<file path="src/rtl/memory_interface.sv">
// Bridges single-transfer core requests onto a valid/ready bus request channel
// and a one-cycle response channel, with byte strobes and a response timeout.
module memory_interface #(
  parameter int unsigned TIMEOUT_CYCLES = 255,
  parameter int unsigned COUNTER_WIDTH  = 8
) (
  input  logic        clk,
  input  logic        reset,
  input  logic        memory_enable,
  input  logic        memory_command,
  input  logic [31:0] address,
  input  logic [1:0]  access_size,
  input  logic [31:0] write_data,
  output logic        memory_ready,
  output logic        memory_valid,
  output logic [31:0] read_data,
  output logic        access_fault,
  output logic        misaligned_exception,
  output logic        bus_req_valid,
  input  logic        bus_req_ready,
  output logic        bus_req_write,
  output logic [31:0] bus_req_addr,
  output logic [31:0] bus_req_wdata,
  output logic [3:0]  bus_req_wstrb,
  input  logic        bus_rsp_valid,
  input  logic [31:0] bus_rsp_rdata,
  input  logic        bus_rsp_error
);

  typedef enum logic [1:0] {IDLE, REQUEST, WAIT_RESPONSE, RESPOND} state_t;

  state_t                   state;
  logic [COUNTER_WIDTH-1:0] count;
  logic [3:0]               strobe;
  logic                     timeout_hit;

  always_comb begin
    misaligned_exception = 1'b0;
    unique case (access_size)
      2'b01:   misaligned_exception = address[0];
      2'b10:   misaligned_exception = (address[1:0] != 2'b00);
      2'b11:   misaligned_exception = 1'b1;
      default: misaligned_exception = 1'b0;
    endcase
  end

  always_comb begin
    strobe = 4'b1111;
    unique case (access_size)
      2'b00:   strobe = 4'b0001 << address[1:0];
      2'b01:   strobe = 4'b0011 << {address[1], 1'b0};
      default: strobe = 4'b1111;
    endcase
  end

  // A zero TIMEOUT_CYCLES disables the fault path entirely.
  assign timeout_hit = (TIMEOUT_CYCLES != 0) &&
                       (count == COUNTER_WIDTH'(TIMEOUT_CYCLES));

  always_ff @(posedge clk or negedge reset) begin
    if (!reset) begin
      state         <= IDLE;
      count         <= '0;
      memory_ready  <= 1'b1;
      memory_valid  <= 1'b0;
      access_fault  <= 1'b0;
      read_data     <= '0;
      bus_req_valid <= 1'b0;
      bus_req_write <= 1'b0;
      bus_req_addr  <= '0;
      bus_req_wdata <= '0;
      bus_req_wstrb <= '0;
    end else begin
      memory_valid <= 1'b0;
      case (state)
        IDLE: begin
          if (memory_enable && !misaligned_exception) begin
            bus_req_write <= memory_command;
            bus_req_addr  <= {address[31:2], 2'b00};
            bus_req_wdata <= write_data;
            bus_req_wstrb <= memory_command ? strobe : 4'b0000;
            bus_req_valid <= 1'b1;
            memory_ready  <= 1'b0;
            count         <= '0;
            state         <= REQUEST;
          end
        end
        REQUEST: begin
          if (bus_req_ready) begin
            bus_req_valid <= 1'b0;
            count         <= '0;
            state         <= WAIT_RESPONSE;
          end else if (timeout_hit) begin
            bus_req_valid <= 1'b0;
            access_fault  <= 1'b1;
            read_data     <= '0;
            memory_valid  <= 1'b1;
            state         <= RESPOND;
          end else if (count != {COUNTER_WIDTH{1'b1}}) begin
            count <= count + COUNTER_WIDTH'(1);
          end
        end
        WAIT_RESPONSE: begin
          // A response arriving on the timeout cycle still takes precedence.
          if (bus_rsp_valid) begin
            read_data    <= bus_rsp_rdata;
            access_fault <= bus_rsp_error;
            memory_valid <= 1'b1;
            state        <= RESPOND;
          end else if (timeout_hit) begin
            access_fault <= 1'b1;
            read_data    <= '0;
            memory_valid <= 1'b1;
            state        <= RESPOND;
          end else if (count != {COUNTER_WIDTH{1'b1}}) begin
            count <= count + COUNTER_WIDTH'(1);
          end
        end
        RESPOND: begin
          access_fault <= 1'b0;
          memory_ready <= 1'b1;
          state        <= IDLE;
        end
        default: begin
          state         <= IDLE;
          memory_ready  <= 1'b1;
          bus_req_valid <= 1'b0;
        end
      endcase
    end
  end

endmodule

</file>
<file path="config.mk">
export PLATFORM = sky130hd
export DESIGN_NAME = memory_interface
export DESIGN_NICKNAME = d
export VERILOG_FILES = /design/src/rtl/memory_interface.sv
export SDC_FILE = /design/constraint.sdc
export NUM_CORES = 1
export LEC_CHECK = 0
export CAP_MARGIN = 10
export CORE_ASPECT_RATIO = 0.8
export CORE_MARGIN = 2
export CORE_UTILIZATION = 45
export DETAILED_ROUTE_END_ITERATION = 10
export PLACE_DENSITY = 0.85
export SLEW_MARGIN = 20
export SYNTH_ARGS = -nofsm -noshare
export SYNTH_HDL_FRONTEND = slang
export SYNTH_SLANG_ARGS = --single-unit
</file>
<file path="constraint.sdc">
create_clock -name clk -period 5.4 [get_ports clk]
set_clock_uncertainty 0.1 [all_clocks]
set_input_delay 1.08 -clock clk [delete_from_list [all_inputs] [get_ports clk]]
set_output_delay 1.08 -clock clk [all_outputs]
set_load 0.03 [all_outputs]
</file>
==> out/metrics.yaml, run 1 <==
job:
  maxCapViolations: 0
logic_synthesis:
  synth_seq_cells: 113
  synth_edf_count: 0
  ys_top_cells_by_area: "dfrtp_1 (61%), mux2_2 (15%), a22o_1 (6.5%)"
  ys_seq_area_share_pct: 61.8
  synth_common_cells: "dfrtp_1 (112), mux2_2 (63), a22o_1 (34)"
  syn_area_sq_um: 4580
  avgSynthCellArea_sq_um: 14.1
  yosysTopAreaCellShare_pct: 61.2
  synthArstFlopShare_pct: 100
  synth_most_common_cell: "dfrtp_1"
  synth_warnings: 0
  synth.distinct_cells: 38
  synth_ff_type: "dfrtp_1"
  synth_cells: 325
  synth_top_area_cell: "dfrtp_1"
detailed_routing:
  dr_wl_met3_mm: 1.07
  drt_iter0_drc: 255
  wirelength_mm: 12.3
  drc: 0
  wl_per_cell_um: 17.9
  via_count: 3568
  drt-vias-per-instance: 5.19
  dr_wl_met2_mm: 6.17
  maxUsedRoutingLayer: "met4"
  met1Wirelength_mm: 4.96
  firstDrtPassIters: 4
  drtAntennaViolNets: 0
setup_path:
  reg2reg_from: "state[0]"
  path_max_fanout: 6
  critPathKind: "primary input to primary output"
  arrival_ns: 2.70
  worstPathRequired_ns: 4.22
  rr_endpoint: "bus_req_wdata[15]"
  rrSetupSlack_ns: 3.24
  start_kind: "primary input"
  ff2ff_path_depth: 5
  end_kind: "primary output"
clocking:
  clk_latency_ns: 0.40
  holdBufCountCts: 0
  cts_resized: 0
  htreeDepth: 4
  post_cts_buffers: 0
  clk_pin_slew_worst_paths_ns: 0.05
  cts-buffers-inserted: 17
  cts_tree: "yes"
  cts-root-buf: "clkbuf_16"
  cts.path.max_buffers: 2
  cts_sinks: 113
pwr:
  finalPower_mw: 4.92
  clockPowerShare_pct: 22.8
  p_int_mw: 3.03
  p_sw_mw: 1.89
  p_sw_share_pct: 38.4
  comb_power_share_pct: 47.6
  p_seq_share_pct: 29.7
  power_density_nw_per_um2: 669
  p_leak_nw: 3.16
  peakVddDrop_v: 0.000359
floorplan:
  die_h_um: 94.2
  ios: 211
  dieArea_sq_um: 11000
  core-area_sq_um: 9770
  rows: 32
  start_util_pct: 46.9
  die_width_um: 117
min_path:
  whs_endpoint: "bus_req_addr[17]"
  hold_depth: 1
  hold_start: "bus_req_addr[17]"
  hp-class: "flip-flop to flip-flop"
global_route:
  grt_max_degree: 72
  gr-total-overflow: 0
  grt.total_usage_pct: 22.6
  grt_pass1_vias: 3561
  grt_first_pass_wirelength_mm: 18.7
  antenna_found_initial: 0
sta:
  finalCritPeriodShare_pct: 71.9
  slew_violations: 0
  setup_violations: 0
  whs_ns: 0.399
  rsz0062_at_grt: "no"
  slew_headroom_pct: 38.4
  period_needed_ns: 3.88
  fmax_mhz: 258
  fin_setup_tns_ns: 0
  worstMarginPinSlew_ns: 0.920
  hold_violations: 0
layout:
  fin_nets: 650
  fin_util_pct: 75.2
  drive_gt1_share_pct: 19.2
  area_growth_pct: 60.5
  antenna_cells: 0
placement:
  dp_hpwl_mm: 8.71
  gp_congestion: 0.886
  numPortBuffers: 208
outcome:
  status: "completed"
-- area by class of cell --
| class | instances | area (sq um) |
|---|---|---|
| clock inverters | 13 | 163 |
| flip-flops and latches | 113 | 2830 |
| clock buffers | 19 | 433 |
| multi-input cells | 187 | 1600 |
| fillers | 649 | 2420 |
| repair buffers | 212 | 2120 |
| inverters | 8 | 30.0 |
| well taps | 136 | 170 |
-- power by group through the flow --
stage / clock, mW / combinational, mW / sequential, mW
finish: 1.12 / 2.34 / 1.46
global route: 1.18 / 2.46 / 1.51
CTS: 1.14 / 2.36 / 1.46
detailed placement: 0 / 2.35 / 1.46
global placement: 0 / 2.30 / 1.45
floorplan: 0 / 0.594 / 2.19
-- stage by stage --
stage / cells / instance area, sq um / worst slack, ns
after global placement: 656 / 6760 / 1.56
after floorplan: 326 / 4580 / 2.66
after detailed placement: 656 / 6760 / 1.51
after global routing: 688 / 7350 / 1.42
final: 688 / 7350 / 1.52
after CTS: 688 / 7350 / 1.51
-- how the worst max path moves through the flow --
stage                        start              endpoint  slack, ns
finish              access_size[0]  misaligned_exception       1.52
global route            address[1]  misaligned_exception       1.42
global placement    access_size[0]  misaligned_exception       1.56
detailed placement  access_size[0]  misaligned_exception       1.51
floorplan               address[0]  misaligned_exception       2.66
CTS                 access_size[0]  misaligned_exception       1.51
-- logic make-up after synthesis --
kind of cell | after synthesis | share of synthesized area, %
flip-flops | 113 | 61.8
AO/OA/AOI/OAI | 82 | 13.6
multiplexers | 63 | 15.5
AND/OR/NAND/NOR | 34 | 3.88
buffers and inverters | 26 | 3.55
adder cells (fa/ha/maj) | 6 | 1.64
other | 1 | 0.0819
-- worst max-delay path, stage by stage --
cell,delay (ns)
clkdlybuf4s50_1,0.48
nor3_1,0.44
nor2_1,0.09
clkdlybuf4s50_1,0.61
-- cell usage in the layout (no fill, tap or decap), types with 4 or more instances in the layout --
cell type,count
a22o_1,34
nor2_1,5
dfrtp_1,112
a21oi_1,11
clkdlybuf4s50_1,207
a31oi_1,5
inv_1,8
mux2_2,63
o21ai_0,14
ha_1,6
clkbuf_16,17
nand2_1,9
nor3_1,4
buf_4,4
-- state kept, by name (all words and copies together) (netlist names) --
name	count
access_fault	1
bus_req_addr	30
bus_req_valid	1
bus_req_wdata	32
bus_req_write	1
bus_req_wstrb	4
count	8
memory_ready	1
memory_valid	1
read_data	32
state	2
-- routing by layer --
| layer | track usage [%] | up-vias |
|---|---|---|
| li1 | - | 1629 |
| met1 | 27.4 | 1752 |
| met2 | 38.5 | 174 |
| met3 | 7.16 | 13 |
| met4 | 6.57 | 0 |
| met5 | 0 | - |
Power figures use the tool's default switching activity.
==> run 2: changes to the inputs <==
--- a/config.mk
+++ b/config.mk
@@ -8,9 +8,9 @@
 export CAP_MARGIN = 10
 export CORE_ASPECT_RATIO = 0.8
 export CORE_MARGIN = 2
-export CORE_UTILIZATION = 45
+export CORE_UTILIZATION = 41
 export DETAILED_ROUTE_END_ITERATION = 10
-export PLACE_DENSITY = 0.85
+export PLACE_DENSITY = 0.79
 export SLEW_MARGIN = 20
 export SYNTH_ARGS = -nofsm -noshare
 export SYNTH_HDL_FRONTEND = slang
==> constraint.sdc (replaced) <==
create_clock -name clk -period 3.6 [get_ports clk]
set_clock_uncertainty 0.1 [all_clocks]
set_input_delay 0.72 -clock clk [delete_from_list [all_inputs] [get_ports clk]]
set_output_delay 0.72 -clock clk [all_outputs]
set_load 0.03 [all_outputs]
==> out/metrics.yaml, run 2 (synthesis gave the netlist of run 1 again) <==
layout:
  fin_util_pct: 67.9
  final_cells: 696
  design_area_sq_um: 7400
  drive_gt1_share_pct: 19.0
  layout_common_cells: "clkdlybuf4s50_1 (207), dfrtp_1 (112), mux2_2 (63)"
  reg_top3: "bus_req_wdata x32, read_data x32, bus_req_addr x30"
  antenna_cells: 0
  area_growth_pct: 61.6
  fin_nets: 650
  final_common_cell: "clkdlybuf4s50_1"
sta:
  period_needed_ns: 3.20
  rsz0062_at_grt: "no"
  worstMarginPinSlew_ns: 0.695
  setup_slack_ns: 0.397
  slew_headroom_pct: 53.7
  setup_violations: 0
  finalCritPeriodShare_pct: 89.0
  fin_setup_tns_ns: 0
  whs_ns: 0.245
  hold_violations: 0
  slew_violations: 0
  fmax_mhz: 312
pwr:
  p_leak_nw: 3.19
  peakVddDrop_v: 0.000489
  finalPower_mw: 7.42
  power_density_nw_per_um2: 1000
clocking:
  cts_sinks: 113
  cts-root-buf: "clkbuf_16"
  cts_tree: "yes"
  clk_pin_slew_worst_paths_ns: 0.05
  cts-buffers-inserted: 17
  post_cts_buffers: 0
  holdBufCountCts: 0
  cts.path.max_buffers: 2
  cts_resized: 0
  htreeDepth: 4
  clk_latency_ns: 0.40
setup_path:
  path_max_fanout: 6
  path_delay_family: "buffers and inverters"
  start_kind: "primary input"
  worstPathRequired_ns: 2.78
  slowest_delay_ns: 0.60
  crit_start: "access_size[0]"
  arrival_ns: 2.38
  reg2reg_from: "count[0]"
  slowest_stage: "clkdlybuf4s50_1"
  crit_chain: "clkdlybuf4s50_1 > nor3_1 > nor2_1 > clkdlybuf4s50_1"
  path_buf_inv: 2
  end_kind: "primary output"
  crit_top_cell: "clkdlybuf4s50_1"
  critPathKind: "primary input to primary output"
placement:
  gp_congestion: 0.782
  numPortBuffers: 208
  pre_cts_ws_ns: 0.394
  placed_area_sq_um: 6780
  dp_hpwl_mm: 8.43
  numPlacedInstances: 664
detailed_routing:
  drc: 0
  wl_per_cell_um: 16.9
  drt_iter0_drc: 124
  wirelength_mm: 11.8
  drt-vias-per-instance: 5.15
  drtAntennaViolNets: 0
  via_count: 3581
  firstDrtPassIters: 4
global_route:
  antenna_found_initial: 0
  grt.total_usage_pct: 19.8
  grt_pass1_vias: 3627
  grt_max_degree: 74
  grt_first_pass_wirelength_mm: 18.4
  gr-total-overflow: 0
outcome:
  status: "completed"
floorplan:
  dieArea_sq_um: 12000
  core-area_sq_um: 10900
  rows: 34
  die_h_um: 98.5
  ios: 211
  die_width_um: 122
  start_util_pct: 42.0
job:
  maxCapViolations: 0
min_path:
  hp-class: "primary input to async pin"
run 2: cell type report:
cell class / count / area, sq um
multi-input cells: 187 / 1600
clock inverters: 10 / 158
inverters: 8 / 30.0
repair buffers: 212 / 2130
fillers: 796 / 3490
well taps: 144 / 180
flip-flops and latches: 113 / 2830
clock buffers: 22 / 464
run 2: worst paths after layout:
path / endpoint / slack [ns] / depth (start not counted)
min: bus_req_addr[4] / 0.24 / 1
max reg2reg: read_data[2] / 1.45 / 6
min reg2reg: bus_req_wstrb[1] / 0.39 / 2
min in group clk: bus_req_wstrb[1] / 0.39 / 2
max in group asynchronous: bus_req_addr[9] / 2.37 / 2
max: misaligned_exception / 0.40 / 4
run 2: report_power, final:
| group | internal, mW | leakage [nW] | total [mW] | switching (mW) |
|---|---|---|---|---|
| clock network | 1.19 | 0.308 | 1.75 | 0.556 |
| logic | 1.60 | 1.50 | 3.49 | 1.89 |
| registers | 1.86 | 1.39 | 2.18 | 0.322 |
run 2: layer usage:
metal,GRT usage [%],vias up,part of all wire (%)
li1,-,1626,-
met1,23.2,1732,39
met2,32.6,197,48
met3,8.51,26,11
met4,7.07,0,2.4
met5,0,-,0
run 2: worst register-to-register path, stage by stage, from the launching register on:
cell	delay [ns]
dfrtp_1	0.42
ha_1	0.25
nand3_1	0.26
nor2_2	0.41
o221ai_2	0.13
buf_4	0.25
a22o_1	0.23
